===== src/rtl/fm_config_sequencer.sv =====
// fm_config_sequencer: debounced switch map driving FM datapath settings through a mute/apply/settle sequence.
module fm_config_sequencer #(
  parameter int DEBOUNCE_CYCLES = 1_000_000,
  parameter int SETTLE_CYCLES = 4096,
  parameter int SWEEP_DWELL = 50_000_000
) (
  input  logic        clk,
  input  logic        reset_n,
  input  logic [15:0] sw,
  output logic [31:0] msg_ctrl,
  output logic [31:0] ctr_ctrl,
  output logic [4:0]  deviation,
  output logic [1:0]  out_sel,
  output logic        mute,
  output logic        busy,
  output logic        cfg_update
);
  localparam int DW = $clog2(DEBOUNCE_CYCLES + 1);
  localparam int SW = $clog2(SETTLE_CYCLES + 1);
  localparam int WW = $clog2(SWEEP_DWELL + 1);
  localparam logic [DW-1:0] DEB_MAX = DW'(DEBOUNCE_CYCLES - 1);
  localparam logic [SW-1:0] SET_MAX = SW'(SETTLE_CYCLES - 1);
  localparam logic [WW-1:0] DWL_MAX = WW'(SWEEP_DWELL - 1);
  localparam logic [10:0] RST_CFG = 11'h008;
  typedef enum logic [1:0] {IDLE, MUTE, APPLY, SETTLE} state_t;
  state_t state, state_d;
  logic [15:0] sync1, sync2, cand;
  logic [DW-1:0] deb_cnt;
  logic [SW-1:0] set_cnt;
  logic [WW-1:0] dwell;
  // stable/applied hold only {sw[15:10], sw[4:0]}; sw[9:5] still restart the debounce
  logic [10:0] stable, applied;
  logic [1:0] idx, idx_n;
  logic sweep_due, sweep_old, sweep_new, pending, set_done;
  logic [31:0] tone_word, sweep_word, ctr_word;
  always_ff @(posedge clk or negedge reset_n)
    if (!reset_n) begin
      sync1 <= 16'h0008;
      sync2 <= 16'h0008;
      cand <= 16'h0008;
      deb_cnt <= '0;
      stable <= RST_CFG;
    end else begin
      sync1 <= sw;
      sync2 <= sync1;
      if (sync2 != cand) begin
        cand <= sync2;
        deb_cnt <= '0;
      end else if (deb_cnt == DEB_MAX) stable <= {cand[15:10], cand[4:0]};
      else deb_cnt <= deb_cnt + DW'(1);
    end
  assign sweep_old = applied[8:7] == 2'b11;
  assign sweep_new = stable[8:7] == 2'b11;
  assign pending = (stable != applied) || sweep_due;
  assign set_done = set_cnt == SET_MAX;
  always_comb begin
    state_d = state;
    case (state)
      IDLE:    state_d = pending ? MUTE : IDLE;
      MUTE:    state_d = set_done ? APPLY : MUTE;
      APPLY:   state_d = SETTLE;
      default: state_d = set_done ? IDLE : SETTLE;
    endcase
  end
  always_ff @(posedge clk or negedge reset_n)
    if (!reset_n) begin
      state <= SETTLE;
      set_cnt <= '0;
    end else begin
      state <= state_d;
      set_cnt <= (state_d != state) ? '0 : (state == MUTE || state == SETTLE) ? set_cnt + SW'(1) : set_cnt;
    end
  // dwell only advances while idling in sweep; the due flag is consumed at APPLY
  always_ff @(posedge clk or negedge reset_n)
    if (!reset_n) begin
      dwell <= '0;
      sweep_due <= 1'b0;
    end else begin
      dwell <= (state != IDLE || !sweep_old) ? '0 : (dwell != DWL_MAX) ? dwell + WW'(1) : dwell;
      sweep_due <= (state == APPLY || !sweep_old) ? 1'b0 : (state == IDLE && dwell == DWL_MAX) ? 1'b1 : sweep_due;
    end
  always_comb begin
    idx_n = (sweep_new && sweep_old) ? (sweep_due ? ((idx == 2'd2) ? 2'd0 : idx + 2'd1) : idx) : 2'd0;
    tone_word = (stable[8:7] == 2'b00) ? 32'h49D2 : (stable[8:7] == 2'b01) ? 32'h93A4 : 32'h24E9;
    sweep_word = (idx_n == 2'd0) ? 32'h24E9 : (idx_n == 2'd1) ? 32'h49D2 : 32'h93A4;
    ctr_word = (stable[6:5] == 2'b01) ? 32'h3EEA2 : (stable[6:5] == 2'b10) ? 32'hFBA8 : 32'h1F751;
  end
  always_ff @(posedge clk or negedge reset_n)
    if (!reset_n) begin
      applied <= RST_CFG;
      idx <= 2'd0;
      msg_ctrl <= 32'h49D2;
      ctr_ctrl <= 32'h1F751;
      deviation <= 5'b01000;
      out_sel <= 2'b00;
      cfg_update <= 1'b0;
    end else begin
      cfg_update <= state == APPLY;
      if (state == APPLY) begin
        applied <= stable;
        idx <= idx_n;
        msg_ctrl <= sweep_new ? sweep_word : tone_word;
        ctr_ctrl <= ctr_word;
        deviation <= stable[4:0];
        out_sel <= stable[10:9];
      end
    end
  assign mute = state != IDLE;
  assign busy = state != IDLE;
endmodule


===== config.mk =====
export PLATFORM = sky130hd
export DESIGN_NAME = fm_config_sequencer
export DESIGN_NICKNAME = d
export VERILOG_FILES = /design/src/rtl/fm_config_sequencer.sv
export SDC_FILE = /design/constraint.sdc
export NUM_CORES = 1
export LEC_CHECK = 0
export ABC_AREA = 1
export CAP_MARGIN = 30
export CORE_MARGIN = 5
export CORE_UTILIZATION = 56
export DETAILED_ROUTE_END_ITERATION = 6
export PLACE_DENSITY = 0.88
export SLEW_MARGIN = 20
export SYNTH_ARGS = -nofsm -noshare
export SYNTH_HDL_FRONTEND = slang
export SYNTH_SLANG_ARGS = --single-unit

===== constraint.sdc =====
create_clock -name clk -period 4 [get_ports clk]
set_clock_uncertainty 0.05 [all_clocks]
set_input_delay 0.8 -clock clk [delete_from_list [all_inputs] [get_ports clk]]
set_output_delay 0.8 -clock clk [all_outputs]
set_load 0.01 [all_outputs]

==> out/results.txt <==
Dividing total power by cell area gives a power density of 393 nW/um2. The logs give 4 for the number of levels in the clock H-tree and 769 um for the wire length on met3. The longest clock path from root to sink contains 2 buffers.

The tools report the initial core utilization as 0.567. The wire length on met2 was 6830 um; the endpoint arrival time on the critical path was 1.74 ns. Dividing the detail-routed via count by the number of cells gives 4.98. The required time reported for the critical path endpoint is 3.15 ns. After floorplanning, the core was divided into 42 placement rows. The kind of start point of the critical path is a flip-flop. The minimum clock period after layout came out at 2.59 ns.

The worst setup path is of the flip-flop to output pin kind. The detailed router's first-iteration violation count came out at 565. The tools report the nature of the critical path endpoint as an output pin. The count of final hold-check violations is 0. Counting the fill cells in the layout gives 1051.

The tools report the number of antenna violations at the first check in global routing as 0. After the last flow step, the layout net total stands at 975. The wire-length estimate of the detail-placed layout is 10000 um. Proportion of layout cells with a drive suffix above 1: 0.0809. Clock-pin slew was measured on the worst setup and hold paths at 0.06 ns. Excluding fillers, the count of instances in the completed layout stands at 1140. Routed via count: 5678. Buffers inserted to repair hold after CTS numbered 0. The run gives 0.460 as the worst max-slew margin expressed relative to the limit. Worst hold endpoint: sync2[15]$_DFF_PN0_. Setup slack on the critical path of the routed design comes to 1.41 ns. In the layout the commonest cells are 259 x sky130_fd_sc_hd__nand2_1, 134 x sky130_fd_sc_hd__dfrtp_1, 114 x sky130_fd_sc_hd__nor2_1. For this run, the number of Yosys warnings is 0.

Summed over all layers, the routed wires come to 14200 um. Dividing the detail-routed wire length by the instance count gives 12.4 um. The setup slack of the worst register-to-register path was 1.50 ns. By area the synthesized netlist is led by sky130_fd_sc_hd__dfrtp_1 45%, sky130_fd_sc_hd__nand2_1 13%, sky130_fd_sc_hd__buf_4 6.3%, sky130_fd_sc_hd__nor2_1 5.7%, sky130_fd_sc_hd__inv_1 4.8%.

The worst hold path belongs to the class flip-flop to flip-flop. Final count of pins violating max slew: 0. For the synthesized netlist cell count, the log shows 931.

The length in cells of the worst reg-to-reg path came out at 6. The share of the synthesized area in the top cell type works out to 0.448. Post-CTS timing repair inserted 0 buffers for setup.

The number of cells traversed by the worst hold path is 0, and the residual DRC count is 0. Number of library cell types mapped by synthesis: 36. The clock latency at the later pin of the worst-skew pair was 0.42 ns.

The die is 126 um tall. 0 antenna diodes ended up in the layout. Area growth from synthesis to final layout: 13.0%. Most common cell after layout, fill and taps aside: sky130_fd_sc_hd__nand2_1. The die width came out at 126 um. Total instance count after detailed placement: 1108. The flow ran to the end, and the final reports show no timing, DRC or antenna violations. Total global-route track usage: 0.187. The number of gates resized after CTS was 0. The root buffer cell chosen for the clock tree is sky130_fd_sc_hd__clkbuf_16. The first detailed-routing pass ran for 5 iterations. The logs give 5409 for the number of global-route vias before repair and 1.56 ns for the setup slack at placement. The maximum fanout along the worst path came out at 5. The maximum operating frequency was 387 MHz.

The critical path starts at state[1]$_DFF_PN1_. Summing internal, switching and leakage power gives 3.32 mW. The synthesized design contains 147 register bits.

Reported max-cap violation count: 0. The die covers 15800 um2. TritonCTS built the clock tree. The I/O pin total was 92. Entering global routing, the biggest net connects 92 pins. In this run the most critical hold path is launched from sync1[15]$_DFF_PN0_. In this run the critical register-to-register path is launched from deviation[3]$_DFFE_PN1P_. Summed over all instances, the cell type with the most area after synthesis is sky130_fd_sc_hd__dfrtp_1.

The logs give 7480 um2 for the mapped cell area and 24500 um for the wire length of the first global-routing pass. The congestion estimate from routability-driven global placement came to 0.895. In the final timing run, aggregate negative setup slack is 0 ns.

TritonCTS created 17 clock buffers. The tools report the reg-to-reg endpoint as set_cnt[10]$_DFFE_PN0P_. The synthesized area per cell came out at 8.04 um2. Summing all flip-flop and latch instances after layout gives 3690 um2.

The multi-input combinational cells in the finished layout cover a total of 2930 um2. The logs give 0.494 for the sequential cell area fraction in the yosys report and 304 uV for the worst IR drop on VDD. The global-route congestion overflow total is 0, and the share of the clock period used by the worst path is 0.646. Slew of the pin with the lowest slew margin: 0.808 ns. Routed signal wires occupy layers up through met4. The clock net in this run drives a total of 147 sinks.

The core area was 13200 um2. For the leakage power, the log shows 3.92 nW. Setup violations remaining at the end of the flow were counted as 0.

In this run the remaining antenna-violating nets after routing total 0. The count of input and output buffers came out at 55. After detailed routing, the wire length on met1 is 6310 um. Setup repair after global routing left no endpoint under its margin.
[how the worst max path moves through the flow]
stage / to / slack, ns / depth (start not counted)
after floorplan: mute / 2.34 / 3
after global placement: set_cnt[4]$_DFFE_PN0P_ / 1.74 / 6
after detailed placement: set_cnt[4]$_DFFE_PN0P_ / 1.56 / 6
after CTS: mute / 1.39 / 3
after global routing: set_cnt[4]$_DFFE_PN0P_ / 1.23 / 6
final: mute / 1.41 / 3
[flip-flops by register name (all words and copies together) (netlist names), 11 cells and up]
register  cells
sync1        16
dwell        26
deb_cnt      20
set_cnt      13
sync2        16
stable       11
cand         16
[cell families (layout without fill, tap and decap cells)]
| family | Yosys count | in the layout | synth area share |
|---|---|---|---|
| other | 2 | 36 | 0.00100 |
| buffers and inverters | 194 | 193 | 0.132 |
| AOI/OAI and AO/OA | 38 | 38 | 0.0278 |
| DFF | 147 | 147 | 0.494 |
| adders and majority gates | 6 | 6 | 0.0100 |
| and+or+nand+nor | 509 | 509 | 0.295 |
| xor gates and xnor gates | 35 | 35 | 0.0410 |
[cell usage after synthesis, drive strengths merged]
| cell type | count |
|---|---|
| a21boi | 1 |
| a21oi | 15 |
| a31o | 1 |
| a31oi | 1 |
| and2 | 2 |
| and3 | 1 |
| buf | 70 |
| clkbuf | 20 |
| clkinv | 4 |
| conb | 2 |
| dfrtp | 134 |
| dfstp | 13 |
| ha | 6 |
| inv | 100 |
| nand2 | 264 |
| nand3 | 53 |
| nand3b | 7 |
| nand4 | 25 |
| nor2 | 128 |
| nor3 | 25 |
| nor3b | 1 |
| nor4 | 1 |
| o21a | 3 |
| o21ai | 16 |
| o21bai | 1 |
| or2 | 2 |
| xnor2 | 22 |
| xor2 | 13 |
[layout make-up]
type | count | share of cell area
clock buffers | 18 | 0.0520
flip-flops and latches | 147 | 0.437
repair buffers | 57 | 0.0685
well taps | 176 | 0.0261
multi-input cells | 624 | 0.347
inverters | 104 | 0.0462
clock inverters | 14 | 0.0237
[worst max-delay path, stage by stage, from the launching register on]
cell and delay (ns):
sky130_fd_sc_hd__dfstp_2 0.56, sky130_fd_sc_hd__inv_2 0.05, sky130_fd_sc_hd__nand2_2 0.15, sky130_fd_sc_hd__clkdlybuf4s50_1 0.57
[power breakdown]
| part | switching [mW] | total, mW | internal, mW | leakage (nW) |
|---|---|---|---|---|
| registers | 0.0168 | 1.53 | 1.51 | 1.90 |
| logic | 0.0642 | 0.0957 | 0.0315 | 1.70 |
| clock network | 0.629 | 1.70 | 1.07 | 0.316 |
| total | 0.710 | 3.32 | 2.61 | 3.92 |
[metal layers]
metal | vias to the layer above | global-route usage
met5 | - | 0
met4 | 0 | 0.0733
met3 | 29 | 0.0414
met2 | 177 | 0.305
met1 | 2648 | 0.244
li1 | 2824 | -
[stage by stage]
step | utilization | hold WS (ns) | cell area, um2
2_1_floorplan | - | 0.281 | 7610
3_3_place_gp | 0.592 | 0.282 | 7810
3_5_place_dp | 0.592 | 0.285 | 7810
4_1_cts | 0.641 | 0.298 | 8450
5_1_grt | 0.641 | 0.304 | 8450
6_report | 0.641 | 0.294 | 8450
No activity file was read; power rests on OpenSTA's default activity.
